==> src/rtl/shared_dreg_arbiter.sv <==
// Round-robin arbiter serialising two requesters' writes into one shared WIDTH-bit register.
// Latency: one edge from Req (in IDLE) to registered Q/Owner/Gnt/WrCount update.
// Backpressure: requests are ignored while Busy (GRANT + HOLD cycles); requesters hold Req until Gnt.
module shared_dreg_arbiter #(
    parameter int WIDTH = 8,
    parameter int HOLD  = 2
) (
    input  logic             Clk,
    input  logic             Resetn,
    input  logic [1:0]       Req,
    input  logic [WIDTH-1:0] D0,
    input  logic [WIDTH-1:0] D1,
    output logic [1:0]       Gnt,
    output logic [WIDTH-1:0] Q,
    output logic             Owner,
    output logic             Busy,
    output logic [7:0]       WrCount
);

    typedef enum logic [1:0] {
        S_IDLE  = 2'd0,
        S_GRANT = 2'd1,
        S_HOLD  = 2'd2
    } state_t;

    // Hold counter load value; HOLD=0 never enters S_HOLD so the value is unused then.
    localparam logic [3:0] HOLD_LOAD = (HOLD > 0) ? 4'(HOLD - 1) : 4'd0;

    state_t           state, state_nxt;
    logic [WIDTH-1:0] q_nxt;
    logic             owner_nxt;
    logic [1:0]       gnt_nxt;
    logic             busy_nxt;
    logic [7:0]       wr_count_nxt;
    logic [3:0]       hold_cnt, hold_cnt_nxt;
    // Index of the last winner; reset to 1 so requester 0 wins the first tie.
    logic             last, last_nxt;
    logic             win;

    // Winner selection: a lone request wins outright, a tie goes to the requester that did not win last.
    always_comb begin
        win = 1'b0;
        if (Req == 2'b11) begin
            win = ~last;
        end else begin
            win = Req[1];
        end
    end

    // Next-state and next-output logic; every output is registered below.
    always_comb begin
        state_nxt    = state;
        q_nxt        = Q;
        owner_nxt    = Owner;
        gnt_nxt      = 2'b00;
        busy_nxt     = Busy;
        wr_count_nxt = WrCount;
        hold_cnt_nxt = hold_cnt;
        last_nxt     = last;
        case (state)
            S_IDLE: begin
                if (Req != 2'b00) begin
                    q_nxt        = win ? D1 : D0;
                    owner_nxt    = win;
                    gnt_nxt      = win ? 2'b10 : 2'b01;
                    busy_nxt     = 1'b1;
                    wr_count_nxt = WrCount + 8'd1;
                    last_nxt     = win;
                    state_nxt    = S_GRANT;
                end
            end
            S_GRANT: begin
                if (HOLD == 0) begin
                    busy_nxt  = 1'b0;
                    state_nxt = S_IDLE;
                end else begin
                    hold_cnt_nxt = HOLD_LOAD;
                    state_nxt    = S_HOLD;
                end
            end
            S_HOLD: begin
                if (hold_cnt == 4'd0) begin
                    busy_nxt  = 1'b0;
                    state_nxt = S_IDLE;
                end else begin
                    hold_cnt_nxt = hold_cnt - 4'd1;
                end
            end
            default: begin
                busy_nxt  = 1'b0;
                state_nxt = S_IDLE;
            end
        endcase
    end

    // State and output registers; reset aborts any in-flight GRANT/HOLD sequence.
    always_ff @(posedge Clk or negedge Resetn) begin
        if (!Resetn) begin
            state    <= S_IDLE;
            Q        <= '0;
            Owner    <= 1'b0;
            Gnt      <= 2'b00;
            Busy     <= 1'b0;
            WrCount  <= 8'd0;
            hold_cnt <= 4'd0;
            last     <= 1'b1;
        end else begin
            state    <= state_nxt;
            Q        <= q_nxt;
            Owner    <= owner_nxt;
            Gnt      <= gnt_nxt;
            Busy     <= busy_nxt;
            WrCount  <= wr_count_nxt;
            hold_cnt <= hold_cnt_nxt;
            last     <= last_nxt;
        end
    end

endmodule

==> config.mk <==
export PLATFORM = sky130hd
export DESIGN_NAME = shared_dreg_arbiter
export DESIGN_NICKNAME = d
export VERILOG_FILES = /design/src/rtl/shared_dreg_arbiter.sv
export SDC_FILE = /design/constraint.sdc
export NUM_CORES = 1
export LEC_CHECK = 0
export CORE_MARGIN = 2
export CORE_UTILIZATION = 42
export DETAILED_ROUTE_END_ITERATION = 8
export MAX_ROUTING_LAYER = met4
export PLACE_DENSITY_LB_ADDON = 0.3
export SLEW_MARGIN = 10
export SYNTH_ARGS = -nofsm -noshare
export SYNTH_HDL_FRONTEND = slang
export SYNTH_SLANG_ARGS = --single-unit
export TNS_END_PERCENT = 30
==> constraint.sdc <==
create_clock -name Clk -period 4.5 [get_ports Clk]
set_clock_uncertainty 0.05 [all_clocks]
set_input_delay 0.675 -clock Clk [delete_from_list [all_inputs] [get_ports Clk]]
set_output_delay 0.675 -clock Clk [all_outputs]
set_load 0.1 [all_outputs]
==> run metrics, run 1 <==
Worst R2R Setup Slack 2.72 ns; Fill cells 266; remaining antenna violation count 0; worst skew pair latency 0.32 ns; Final Setup Violations 0; P&R area growth vs syn 32.18%; synth unique cells 35; Core Box Area 3003 um^2; largest net degree at the start of global routing 28; status finished, final reports clean; worst min-delay path class reg -> reg; Critical Path RT 3.77 ns; layout net count 177; routability cong. 0.7071; n_diodes 0; Cell Rows 20; num ports 40; startpoint types flop; main combinational cell family by area after synthesis simple AND/OR/NAND/NOR gates; HP Start WrCount[7]$_DFFE_PN0P_; DR WL/cell 14.65 um; Crit Reg-Reg Endpoint WrCount[2]$_DFFE_PN0P_; Compound-Gate Fraction of Synth Area 11.91%; Synth area leader dfrtp_1; Worst Path Buf+Inv 1; fmax 0.3680 GHz; Post-CTS Setup Repair Bufs 0; period utilisation layout 60.39%; Worst Hold Endpoint WrCount[7]$_DFFE_PN0P_; initial antenna violation count 0; Crit-path slowest cell clkdlybuf4s50_1; cell count after synthesis 116; Cell Area, Synth 1302 um^2; vias per inst 5.417; final cell count without fillers 187; fin crit period 2.717 ns; # DRC 0; Yosys warning count 0; post_cts resized 0; final hold vios 0; Die Span Y 59.69 um; mux share of post-synthesis cell area 8.646%; vias in the first global route 1016; first-pass GRT wire length 4581 um; die area 3563 um^2; multi-input combinational cell area 556.8 um^2; Top delay family on crit path buffers and inverters; Syn Nets 138; HPWL after detailed placement 1941 um; register area 676.9 um^2; XOR/XNOR share of the synthesized area 4.707%; Slew Limit Fails 0; syn_area_per_cell 11.23 um^2; H-Tree Depth 1; critical path class reg -> out; total CTS buffers 3; Placed Area 1695 um^2; routed via count 1013; RSZ-0062 raised after global routing false; crit-path cells clkdlybuf4s50_1; Reg2Reg Depth 3; Max Buffers Root-to-Sink 2; Crit path arrival time 1.99 ns; GRT Residual Overflow 0; Slowest Stage Delay on Critical Path 1.18 ns; critical path peak fanout 6; Synth top area share 49.95%; max_slew headroom 25.69%; total track usage 17.75%; Area contributors post-synth dfrtp_1, mux2i_1, o21ai_0, xor2_1, buf_6; Final Routed Wirelength 2740 um; die width 59.69 um; register area share after synthesis 51.97%; CTS clk-pin slew, worst paths 0.15 ns; DR iter-0 viols 38; simple-gate share of the synthesized area 15.56%; Post-Synth Adder-Cell Area 1.921%; Clock Tree Root clkbuf_4; Sink Count 27; Reg2Reg Launch Point state[1]$_DFFE_PN0P_; WHS Path Cells 1; First-pass DRT Iterations 4; critical path capture point type output port; layout cells sized above 1 9.091%; final setup TNS 0 ns; port buffer count 39; Slew @ Worst Pin 1.111 ns; CTS tree done; Initial Util 43.37%; flops & latches, synth 27; final core utilization 57.33%; hold_buf cts 0; post-route cell area 1722 um^2; Inst Count DP 183; max_cap viols 0
-- cell usage after synthesis --
cell       n
dfrtp_1   26
o21ai_0   17
mux2i_1    9
xor2_1     6
nor2_1     5
buf_2      4
inv_1      4
buf_6      3
nand2_1    3
nand2b_1   3
nand3_1    3
nor3b_1    3
a21oi_1    2
a31oi_1    2
ha_1       2
mux2_2     2
nand4_1    2
nor3_1     2
nor4b_2    2
a21bo_2    1
a21o_1     1
a31o_2     1
and2_1     1
dfstp_2    1
nand4b_1   1
nor2b_1    1
nor3_2     1
nor4_1     1
nor4_2     1
o21a_1     1
o22ai_1    1
o31ai_1    1
or2_0      1
or2b_1     1
xnor2_1    1
-- per-layer routing --
layer | GRT usage (%) | share of wire, %
met3 | 2.597 | 4.1
met1 | 22.50 | 46
met5 | - | 0
met2 | 28.57 | 49
met4 | 6.984 | 0.66
-- worst reg2reg max path: stages (launching register included) --
cell,delay (ns)
dfrtp_1,0.54
or2_0,0.76
nor3b_1,0.15
xor2_1,0.19
-- metrics by stage --
step                setup slack, ns  hold WS [ns]
floorplan                     2.660        0.3294
global placement              1.994        0.4095
detailed placement            1.971        0.4152
CTS                           1.763        0.4347
global route                  1.718        0.4564
finish                        1.783        0.4315
-- layout by cell type (no fill, tap or decap), types with 3 or more instances in the layout --
cell type         n
clkbuf_4          3
clkdlybuf4s50_1  39
dfrtp_1          26
inv_1             4
mux2i_1           9
nand2_1           3
nand2b_1          3
nand3_1           3
nor2_1            5
nor3b_1           3
o21ai_0          17
xor2_1            6
-- layout make-up --
class	instances	area share, %
inverter	4	0.8721
timing repair buffer	41	23.55
clock buffer	4	1.526
tap	33	2.398
multi-input combinational	78	32.34
sequential	27	39.32
-- kinds of logic after synthesis --
| group | count (synthesis) |
|---|---|
| adders and majority gates | 2 |
| xor gates and xnor gates | 7 |
| and+or+nand+nor | 31 |
| DFF | 27 |
| AOI/OAI and AO/OA | 27 |
| muxes | 11 |
| buffers and inverters | 11 |
-- worst max-delay path by stage --
stage / slack (ns) / from / depth (start not counted) / endpoint
floorplan: 2.66 / WrCount[2]$_DFFE_PN0P_ / 3 / WrCount[6]$_DFFE_PN0P_
global placement: 1.99 / Req[1] / 4 / WrCount[3]$_DFFE_PN0P_
detailed placement: 1.97 / Req[0] / 4 / WrCount[3]$_DFFE_PN0P_
CTS: 1.76 / WrCount[0]$_DFFE_PN0P_ / 1 / WrCount[0]
global route: 1.72 / WrCount[0]$_DFFE_PN0P_ / 1 / WrCount[0]
finish: 1.78 / WrCount[0]$_DFFE_PN0P_ / 1 / WrCount[0]
-- state kept, by name, indices dropped and copies added (netlist names) --
register and flops:
Q 8, WrCount 8, hold_cnt 4, Gnt 2, state 2, Busy 1
Owner 1, last 1
Power of run 1 is not shown: default switching activity piles up to over one toggle a cycle in this logic, so the estimate is an artifact.
==> inputs of run 2 (changes only) <==
CORE_UTILIZATION = 41   (was 42)
clock period = 2.3 ns   (was 4.5 ns; I/O delays follow)
==> run 2 against run 1 <==
Net effect:
- non-clock buffer count increased by 1
- sequential share of layout area increased by 0.67 points
- core utilization decreased by 1.4 points
- hold slack got worse by 0.11 ns
- via count decreased by 5.6%
- die area increased by 2.3%
- wire length decreased by 5.9%
- clock-buffer cell count unchanged
==> run metrics, run 2 (synthesis gave the netlist of run 1 again) <==
met1 Usage GRT 21.88%; worst min-delay path class in -> async; max_cap viols 0; GRT Residual Overflow 0; Slew Limit Fails 0; fin crit period 1.771 ns; Core Box Area 3028 um^2; total track usage 16.79%; critical path class reg -> reg; first-pass GRT wire length 4429 um; port buffer count 39; post_cts resized 0; commonest non-fill, non-tap cells in the layout dfrtp_1, buf_4, clkdlybuf4s50_1; Reg2Reg Depth 5; critical path peak fanout 4; met2 usage 26.55%; Largest regs Q: 8 flops, WrCount: 8 flops, hold_cnt: 4 flops; Die Span Y 60.37 um; remaining antenna violation count 0; # DRC 0; Crit path arrival time 1.93 ns; critical path capture point type flop; die area 3644 um^2; CTS clk-pin slew, worst paths 0.13 ns; worst skew pair latency 0.31 ns; H-Tree Depth 1; HPWL after detailed placement 1912 um; n_diodes 0; initial antenna violation count 0; total CTS buffers 3; routed via count 956; Fill cells 280; Clock Tree Root clkbuf_4; most common cell after layout, fill and taps aside dfrtp_1; layout cells sized above 1 22.58%; routability cong. 0.7063; First-pass DRT Iterations 3; DR iter-0 viols 26; vias in the first global route 996; DR WL/cell 12.95 um; startpoint types flop; Crit Reg-Reg Endpoint hold_cnt[0]$_DFFE_PN0P_; Final Routed Wirelength 2577 um; status finished, final reports clean; fmax 0.5645 GHz; Max Buffers Root-to-Sink 2; period utilisation layout 77.02%; Reg2Reg Launch Point hold_cnt[1]$_DFFE_PN0P_; final setup TNS 0 ns; RSZ-0062 raised after global routing false; Worst R2R Setup Slack 0.53 ns; num ports 40; CTS tree done; hold_buf cts 0; busiest metal layer after global routing met2; Initial Util 43.02%; met3 GRT Util 3.412%; die width 60.37 um; Slew @ Worst Pin 0.9009 ns; Post-CTS Setup Repair Bufs 0; max_slew headroom 39.94%; layout net count 178; final hold vios 0; largest net degree at the start of global routing 28; Sink Count 27; P&R area growth vs syn 29.97%; Final Setup Violations 0; vias per inst 4.804; Critical Path RT 2.46 ns; Cell Rows 20; Critical Path Source hold_cnt[1]$_DFFE_PN0P_
## run 2: metrics by stage
stage               setup WS [ns]  instances  instance area, um^2  hold WS [ns]  util (%)
detailed placement         0.5415        195                 1667        0.4181     55.04
CTS                        0.5161        199                 1693        0.3367     55.91
global placement           0.5726        195                 1667        0.4087     55.04
global route               0.3448        199                 1693        0.3355     55.91
finish                     0.5286        199                 1693        0.3254     55.91
floorplan                  0.4600        116                 1303    -0.0005911         -
## run 2: area by class of cell
class                           instances  area [um^2]  area share, %
Sequential cell                        27        676.9          39.99
Multi-Input combinational cell         78        556.8          32.89
Timing Repair Buffer                   42        362.8          21.43
Tap cell                               44        55.05          3.252
Clock buffer                            4        26.28          1.552
Inverter                                4        15.01         0.8869
## run 2: worst max-delay path: stages, from the launching register on
cell	delay, ns
dfrtp_1	0.42
inv_1	0.06
ha_1	0.21
nor3b_1	0.17
nor3b_1	0.37
mux2_2	0.38
## run 2: worst max path at each step
stage,end,slack [ns]
after floorplan,WrCount[6]$_DFFE_PN0P_,0.46
after global placement,WrCount[3]$_DFFE_PN0P_,0.57
after detailed placement,WrCount[6]$_DFFE_PN0P_,0.54
after CTS,WrCount[6]$_DFFE_PN0P_,0.52
after global routing,WrCount[7]$_DFFE_PN0P_,0.34
final,hold_cnt[0]$_DFFE_PN0P_,0.53
## run 2: routing by layer
layer	part of all wire [%]	routed length [um]
met4	0.74	19
met1	46	1198
met5	0	0
met2	48	1235
met3	4.8	124
Power of run 2 is left out for the same reason.
